File: config.mk
export PLATFORM = sky130hd
export DESIGN_NAME = led_7seg_scan
export DESIGN_NICKNAME = d
export VERILOG_FILES = /design/src/rtl/led_7seg_pkg.sv /design/src/rtl/led_7seg_font.sv /design/src/rtl/led_7seg_scan.sv
export SDC_FILE = /design/constraint.sdc
export NUM_CORES = 1
export LEC_CHECK = 0
export CORE_ASPECT_RATIO = 0.9
export CORE_MARGIN = 4
export CORE_UTILIZATION = 50
export DETAILED_ROUTE_END_ITERATION = 6
export MAX_ROUTING_LAYER = met4
export PLACE_DENSITY = 0.77
export SYNTH_ARGS = -nofsm -noshare
export SYNTH_HDL_FRONTEND = slang
export SYNTH_SLANG_ARGS = --single-unit
export TNS_END_PERCENT = 1
File: constraint.sdc
create_clock -name clk -period 3.62 [get_ports clk]
set_input_delay 0.362 -clock clk [delete_from_list [all_inputs] [get_ports clk]]
set_output_delay 0.362 -clock clk [all_outputs]
set_load 0.03 [all_outputs]
File: src/rtl/led_7seg_pkg.sv
// Shared segment bit positions and the hex font for the 7-segment scan driver.
// Output byte layout: bit7=A ... bit1=G, bit0=DP.
package led_7seg_pkg;

  localparam int SEG_A  = 7;
  localparam int SEG_B  = 6;
  localparam int SEG_C  = 5;
  localparam int SEG_D  = 4;
  localparam int SEG_E  = 3;
  localparam int SEG_F  = 2;
  localparam int SEG_G  = 1;
  localparam int SEG_DP = 0;

  localparam logic [7:0] MA = 8'h01 << SEG_A;
  localparam logic [7:0] MB = 8'h01 << SEG_B;
  localparam logic [7:0] MC = 8'h01 << SEG_C;
  localparam logic [7:0] MD = 8'h01 << SEG_D;
  localparam logic [7:0] ME = 8'h01 << SEG_E;
  localparam logic [7:0] MF = 8'h01 << SEG_F;
  localparam logic [7:0] MG = 8'h01 << SEG_G;

  // Active-high ABCDEFG pattern; b and d lowercase, 6 and 9 drawn with tails.
  function automatic logic [6:0] hex_font(input logic [3:0] nib);
    logic [7:0] f;
    f = '0;
    case (nib)
      4'h0: f = MA | MB | MC | MD | ME | MF;
      4'h1: f = MB | MC;
      4'h2: f = MA | MB | MD | ME | MG;
      4'h3: f = MA | MB | MC | MD | MG;
      4'h4: f = MB | MC | MF | MG;
      4'h5: f = MA | MC | MD | MF | MG;
      4'h6: f = MA | MC | MD | ME | MF | MG;
      4'h7: f = MA | MB | MC;
      4'h8: f = MA | MB | MC | MD | ME | MF | MG;
      4'h9: f = MA | MB | MC | MD | MF | MG;
      4'hA: f = MA | MB | MC | ME | MF | MG;
      4'hB: f = MC | MD | ME | MF | MG;
      4'hC: f = MA | MD | ME | MF;
      4'hD: f = MB | MC | MD | ME | MG;
      4'hE: f = MA | MD | ME | MF | MG;
      4'hF: f = MA | ME | MF | MG;
      default: f = '0;
    endcase
    return f[SEG_A:SEG_G];
  endfunction

endpackage

File: src/rtl/led_7seg_font.sv
// Combinational nibble to active-high ABCDEFG segment pattern.
module led_7seg_font
  import led_7seg_pkg::*;
(
  input  logic [3:0] nib_i,
  output logic [6:0] seg_o
);

  assign seg_o = hex_font(nib_i);

endmodule

File: src/rtl/led_7seg_scan.sv
// N-digit time-multiplexed 7-segment driver with frame-synchronous loads,
// leading-zero suppression, per-digit DP/blank and anti-ghost blanking.
module led_7seg_scan
  import led_7seg_pkg::*;
#(
  parameter int N_DIGITS    = 4,
  parameter int CLK_HZ      = 20_000_000,
  parameter int REFRESH_HZ  = 1000,
  parameter int BLANK_CYC   = 4,
  parameter int SEG_ACT_LOW = 1,
  parameter int AN_ACT_LOW  = 1
) (
  input  logic                  clk,
  input  logic                  rst_n,
  input  logic                  load,
  input  logic [4*N_DIGITS-1:0] value,
  input  logic [N_DIGITS-1:0]   dp_in,
  input  logic [N_DIGITS-1:0]   blank_in,
  input  logic                  lz_suppress,
  output logic                  upd_pending,
  output logic                  frame_start,
  output logic [7:0]            seg_ABCDEFG_DP,
  output logic [N_DIGITS-1:0]   digit_sel
);

  localparam int TICK_DIV = CLK_HZ / (REFRESH_HZ * N_DIGITS);
  localparam int SLOT_W   = (TICK_DIV > 1) ? $clog2(TICK_DIV) : 1;
  localparam int IDX_W    = (N_DIGITS > 1) ? $clog2(N_DIGITS) : 1;
  localparam logic [SLOT_W-1:0] SLOT_LAST = SLOT_W'(TICK_DIV - 1);
  localparam logic [SLOT_W-1:0] SLOT_LIT  = SLOT_W'(BLANK_CYC);
  localparam logic [IDX_W-1:0]  IDX_LAST  = IDX_W'(N_DIGITS - 1);
  localparam logic SEG_INV = (SEG_ACT_LOW != 0);
  localparam logic AN_INV  = (AN_ACT_LOW != 0);

  generate
    if (TICK_DIV < BLANK_CYC + 2) begin : g_bad_tick_div
      $error("led_7seg_scan: TICK_DIV must be >= BLANK_CYC+2");
    end
  endgenerate

  typedef struct packed {
    logic [4*N_DIGITS-1:0] value;
    logic [N_DIGITS-1:0]   dp;
    logic [N_DIGITS-1:0]   blank;
  } disp_t;

  logic [SLOT_W-1:0]   slot_q, slot_d;
  logic [IDX_W-1:0]    idx_q, idx_d;
  logic                frame_start_q, frame_start_d;
  logic                upd_q, upd_d;
  disp_t               pend_q, pend_d;
  disp_t               act_q, act_d;
  logic [7:0]          seg_q, seg_d;
  logic [N_DIGITS-1:0] sel_q, sel_d;

  logic                slot_wrap;
  logic [N_DIGITS-1:0] keep;
  logic                seen;
  logic [3:0]          nib;
  logic                dp_bit, blank_bit, keep_bit, lit;
  logic [6:0]          font_seg;
  logic [7:0]          raw;

  // Scan counters; frame_start is registered so it is high while both are 0.
  always_comb begin
    slot_wrap     = (slot_q == SLOT_LAST);
    slot_d        = slot_wrap ? '0 : slot_q + 1'b1;
    idx_d         = idx_q;
    if (slot_wrap) idx_d = (idx_q == IDX_LAST) ? '0 : idx_q + 1'b1;
    frame_start_d = slot_wrap && (idx_q == IDX_LAST);
  end

  // The frame_start cycle is the boundary: pending moves to active on its
  // closing edge, while a load in that same cycle stays pending for a frame.
  always_comb begin
    act_d  = (frame_start_q && upd_q) ? pend_q : act_q;
    pend_d = load ? disp_t'{value: value, dp: dp_in, blank: blank_in} : pend_q;
    upd_d  = load | (upd_q & ~frame_start_q);
  end

  // Pattern is computed from act_d so the digit-0 slot never shows stale data.
  always_comb begin
    seen = 1'b0;
    keep = '0;
    for (int i = N_DIGITS - 1; i >= 0; i--) begin
      if (act_d.value[4*i +: 4] != 4'h0) seen = 1'b1;
      keep[i] = seen | ~lz_suppress | (i == 0);
    end
    nib       = '0;
    dp_bit    = 1'b0;
    blank_bit = 1'b0;
    keep_bit  = 1'b0;
    for (int i = 0; i < N_DIGITS; i++) begin
      if (idx_q == IDX_W'(i)) begin
        nib       = act_d.value[4*i +: 4];
        dp_bit    = act_d.dp[i];
        blank_bit = act_d.blank[i];
        keep_bit  = keep[i];
      end
    end
  end

  led_7seg_font u_font (
    .nib_i (nib),
    .seg_o (font_seg)
  );

  always_comb begin
    raw         = '0;
    raw[SEG_DP] = dp_bit;
    if (keep_bit) raw[SEG_A:SEG_G] = font_seg;
    if (blank_bit) raw = '0;
    lit   = (slot_q >= SLOT_LIT);
    seg_d = (lit ? raw : 8'h00) ^ {8{SEG_INV}};
    sel_d = '0;
    for (int i = 0; i < N_DIGITS; i++) begin
      sel_d[i] = lit && (idx_q == IDX_W'(i));
    end
    sel_d = sel_d ^ {N_DIGITS{AN_INV}};
  end

  always_ff @(posedge clk or negedge rst_n) begin
    if (!rst_n) begin
      slot_q        <= '0;
      idx_q         <= '0;
      frame_start_q <= 1'b0;
      upd_q         <= 1'b0;
      pend_q        <= '0;
      act_q         <= '0;
      seg_q         <= {8{SEG_INV}};
      sel_q         <= {N_DIGITS{AN_INV}};
    end else begin
      slot_q        <= slot_d;
      idx_q         <= idx_d;
      frame_start_q <= frame_start_d;
      upd_q         <= upd_d;
      pend_q        <= pend_d;
      act_q         <= act_d;
      seg_q         <= seg_d;
      sel_q         <= sel_d;
    end
  end

  assign upd_pending    = upd_q;
  assign frame_start    = frame_start_q;
  assign seg_ABCDEFG_DP = seg_q;
  assign digit_sel      = sel_q;

endmodule

==> Yosys cells after proc, flatten, opt, wreduce, memory -nomap -nowiden <==
Memory sizes are Yosys's and may differ from the RTL's.
Index checks and enable logic that the tools add are counted.
{ "word_totals": {"reg_bits": 77, "romBits": 112, "inputBits": 28, "out_inout_bits": 14, "word_cells": 64, "memories": 1} }
{ "memory_table": {"columns": ["name", "words", "width", "rd", "rd_clocked_by_memory_dff", "write_ports", "line", "source"], "rows": [
  ["(no name shown)", 16, 7, 1, 0, 0, "led_7seg_pkg.sv:26", "case (nib)"]
]} }
{ "classes": {"n_addsub": 2, "magnitude_cmp": 1, "n_eq_ne": 4, "mux": 25, "n_bitwise": 9, "n_reduce_logical": 10} }
{ "op_table": {"columns": ["op", "count"], "rows": [
  ["$mux 24", 1],
  ["$mux 4", 4],
  ["$mux 8", 2],
  ["$mux 1", 15],
  ["$add 13x1->13 const B", 1],
  ["$eq 13x13->1 const B", 1],
  ["$ge 13x3->1 const B", 1],
  ["$mux 13", 1],
  ["$reduce_bool 4->1", 3],
  ["$not 8->8", 1],
  ["$mux 7", 1],
  ["$logic_and 1x1->1", 6],
  ["$eq 2x2->1 const B", 2],
  ["$not 4->4", 1],
  ["$or 1x1->1", 4],
  ["$add 2x1->2 const B", 1],
  ["$eq 2x1->1 const B", 1],
  ["$logic_not 2->1", 1],
  ["$mux 2", 1],
  ["$not 1->1", 2],
  ["$and 1x1->1", 1]
]} }

==> Longest topological paths before layout <==
{ "depth": {"ltp_word": 14, "mapped_depth": 12, "depth_no_buf": 12} }

==> Modules after synthesis <==
From an unflattened synthesis, not the netlist that was laid out.
{ "unflattened": {"hier_cells": 279, "hier_area_um2": 3530.9} }
{ "modules_own_cells": {"columns": ["mod", "n_inst", "cells_each", "area_per_inst_um2", "seq_area_each_um2"], "rows": [
  ["led_7seg_scan", 1, 246, 3240.6, 1941.9],
  ["led_7seg_font", 1, 33, 290.3, 0.0]
]} }

==> Worst setup path after synthesis <==
No wires, ideal clock.
{ "synth_path": {"path_kind": "flip-flop to flip-flop", "from": "register frame_start_q, in the netlist frame_start", "to": "register seg_q[4], in the netlist seg_ABCDEFG_DP[4]", "setup_time_ns": 0.072, "t_arrival_ns": 2.382, "required_time_ns": 3.548, "setup_slack_ns": 1.167, "stages_incl_launch_ff": 13, "period_less_slack_ns": 2.453, "cell_sequence": "dfrtp_1 > nand2_2 > buf_6 > buf_6 > mux2_1 > a221oi_1 > nor2_1 > inv_1 > ha_1 > inv_1 > a21oi_1 > o21a_1 > o21ai_1"} }
{ "synth_lines": {"columns": ["element", "line", "source"], "rows": [
  ["from (decl)", "led_7seg_scan.sv:49", "logic frame_start_q, frame_start_d;"],
  ["from (signal assigned)", "led_7seg_scan.sv:135", "frame_start_q <= frame_start_d;"],
  ["to (signal assigned)", "led_7seg_scan.sv:130", "seg_q <= {8{SEG_INV}};"],
  ["to (signal assigned)", "led_7seg_scan.sv:139", "seg_q <= seg_d;"],
  ["to (decl)", "led_7seg_scan.sv:53", "logic [7:0] seg_q, seg_d;"]
]} }

==> flow_summary.yaml <==
synthesis:
  synth_nets: 325
  synth_area_um2: 3580
  synth_area_per_cell_um2: 12.6
  yosysUniqueCellTypes: 57
  yosys_warnings: 0
  synth_cells: 285
  synth_seq_cells: 77
  yosysSeqAreaShare_pct: 54.2
die:
  die_h_um: 88.3
  core_um2: 6760
  initial_core_util_pct: 52.9
  top_level_ports: 42
  dieArea_um2: 8580
  num_rows: 28
  chipWidth_um: 97.2
setup_path:
  crit_required_ps: 3910
  crit_top_cell: "inv_1"
  r2r_slack_ps: 720
  path_cells: "nand2_2, mux2_1, a221oi_1, nor2_1, inv_1, ha_1, inv_1, a21oi_1, o21a_1, o21ai_1"
  worst-path-buf-inv: 2
  critPathMaxStageDelay_ps: 570
  critPathArrivalTime_ps: 3190
  cp-start-kind: "flip-flop"
  critPathMaxFanout: 30
  critPathSlowestCell: "dfrtp_1"
  crit_type: "reg2reg"
  crit_family: "simple AND/OR/NAND/NOR gates"
  endpoint_kind: "flip-flop"
layout:
  n_antenna_cell: 0
  final_layout_size_suffix_gt1_share_pct: 25.1
  layout_common_cells: "dfrtp_1, mux2_2, clkdlybuf4s50_1"
  area_growth_pct: 18.2
  fillers: 557
  final_common_cell: "dfrtp_1"
  postLayoutCoreUtil_pct: 62.6
  final_cell_area_um2: 4230
  layout.nets: 366
timing:
  max_freq_mhz: 345
  rsz0062_at_grt: "false"
  slew_headroom_pct: 26.5
  whs_ps: 119
  worst_pin_slew_ps: 1100
  fin_crit_ps: 2900
  period_share_pct: 80.1
  fin_skew_ps: 12.2
  layout_setup_ws_ps: 722
  slew_viol_final: 0
  tns_ps: 0
  setup_viol: 0
  hold_viol_final: 0
detailed_routing:
  first_iter_violations: 109
  route.detailed.drc: 0
  wl_met1_um: 3230
  detailroute.via_count: 2337
  met3_length_um: 384
  routedWlPerCell_um: 16.6
  firstDrtPassIters: 4
  vias_per_cell: 5.55
  ant_nets: 0
  maxUsedRoutingLayer: "met4"
  wl_met2_um: 3320
  wl_um: 7000
clocking:
  clkTransAtPathRegs_ps: 80
  cts_tree: "yes"
  clk_latency_ps: 360
  cts_resized: 0
  cts_root_buffer: "clkbuf_8"
  hold_buffers: 0
  cts.path.max_buffers: 2
  postCtsSetupRepairBufs: 0
  cts_buffers: 9
  cts.htree.levels: 3
  cts_sinks: 77
global_routing:
  grt_pass1_wl_um: 12200
  antenna_found_initial: 0
  grt_pass1_vias: 2466
  grt_max_degree: 78
  grt-ovfl-total: 0
  grt_use_total_pct: 18.8
power_and_ir_drop:
  leakagePower_uw: 0.00189
  irDropWorstVdd_mv: 0.223
  p_per_area_nw_per_um2: 388
job:
  max-cap-violations: 0
placement:
  hpwl_um: 4860
  gp_congestion: 0.869
  place_ws_ps: 762
  io_buffers: 41
  placed_cell_area_um2: 4030
run_status:
  outcome: "complete, no violations"
worst_hold_path:
  hp-class: "in2async"
-- state kept, by name, indices dropped and copies added (netlist names) --
| name | count |
|---|---|
| upd_pending | 1 |
| seg_ABCDEFG_DP | 8 |
| slot_q | 13 |
| digit_sel | 4 |
| idx_q | 2 |
| frame_start | 1 |
| pend_q | 24 |
| act_q | 24 |
-- routing by layer --
metal | global-route usage, % | up-vias
li1 | - | 1114
met1 | 24.4 | 1160
met2 | 29.4 | 50
met3 | 5.12 | 13
met4 | 5.74 | 0
met5 | - | -
-- cells in the mapped netlist (all sizes together) --
cell / number / area share [%]
a311oi: 2 / 0.84
nor2b: 1 / 0.17
a31oi: 2 / 0.35
a21oi: 3 / 0.42
o41ai: 1 / 0.24
nor4: 4 / 0.70
and3: 8 / 1.4
nand2: 16 / 1.7
o22ai: 3 / 0.52
or2: 3 / 0.52
a2111oi: 1 / 0.42
a21o: 3 / 0.63
nand4: 1 / 0.17
inv: 11 / 1.2
nand3: 5 / 0.70
a221oi: 4 / 1.6
dfrtp: 65 / 45
and2: 2 / 0.42
mux2: 44 / 14
or4: 2 / 0.52
and4: 2 / 0.49
a221o: 1 / 0.28
nor3: 7 / 0.98
o311ai: 1 / 0.24
and2b: 1 / 0.21
buf: 8 / 1.6
a311o: 1 / 0.28
xor2: 6 / 1.5
mux2i: 4 / 1.1
o31ai: 2 / 0.42
dfstp: 12 / 8.8
clkbuf: 3 / 0.31
a21boi: 2 / 0.42
or3: 1 / 0.17
o21a: 1 / 0.21
o211a: 1 / 0.28
ha: 12 / 4.2
o221ai: 5 / 1.2
o21ai: 8 / 1.1
xnor2: 5 / 1.2
a211oi: 5 / 1.2
nor2: 16 / 1.7
-- worst register-to-register path, stage by stage, from the launching register on --
cell and delay, ps:
dfrtp_1 570, nand2_2 480, mux2_1 500, a221oi_1 290, nor2_1 170, inv_1 140, ha_1 250, inv_1 90
a21oi_1 50, o21a_1 190, o21ai_1 110
-- cells by family after synthesis --
logic type      Yosys count  share of synthesized area (%)
mux                      48                           15.1
buf+inv                  22                           3.11
xor+xnor                 11                           2.69
simple gates             69                           9.96
compound gates           46                           10.7
flops                    77                           54.2
fa+ha+maj                12                           4.19
-- per-stage QoR --
stage / total power, µW / cells
2_1_floorplan: 948 / 285
3_3_place_gp: 1000 / 405
3_5_place_dp: 1010 / 405
4_1_cts: 1660 / 421
5_1_grt: 1710 / 421
6_report: 1640 / 421
-- power by group --
| part | total [µW] | switching [µW] | internal, µW |
|---|---|---|---|
| clock network | 656 | 318 | 338 |
| logic | 80.6 | 30.5 | 50.1 |
| registers | 906 | 19.0 | 887 |
| total | 1640 | 368 | 1280 |
-- final timing paths --
path | startpoint | to | cells after the start
setup / recovery | upd_pending | seg_ABCDEFG_DP[4] | 10
min in group clk | slot_q[0] | slot_q[0] | 1
hold / removal | rst_n | act_q[16] | 1
setup reg to reg | upd_pending | seg_ABCDEFG_DP[4] | 10
hold reg to reg | slot_q[0] | slot_q[0] | 1
max in group asynchronous | rst_n | pend_q[22] | 1
-- layout make-up --
cell class	count	area [µm²]	share of cell area (%)
Sequential cell	77	1940	45.9
Clock inverter	5	61.3	1.45
Multi-Input combinational cell	186	1530	36.1
Tap cell	90	113	2.66
Inverter	11	41.3	0.975
Clock buffer	11	141	3.34
Timing Repair Buffer	41	408	9.64
Power figures use the tool's default switching activity.
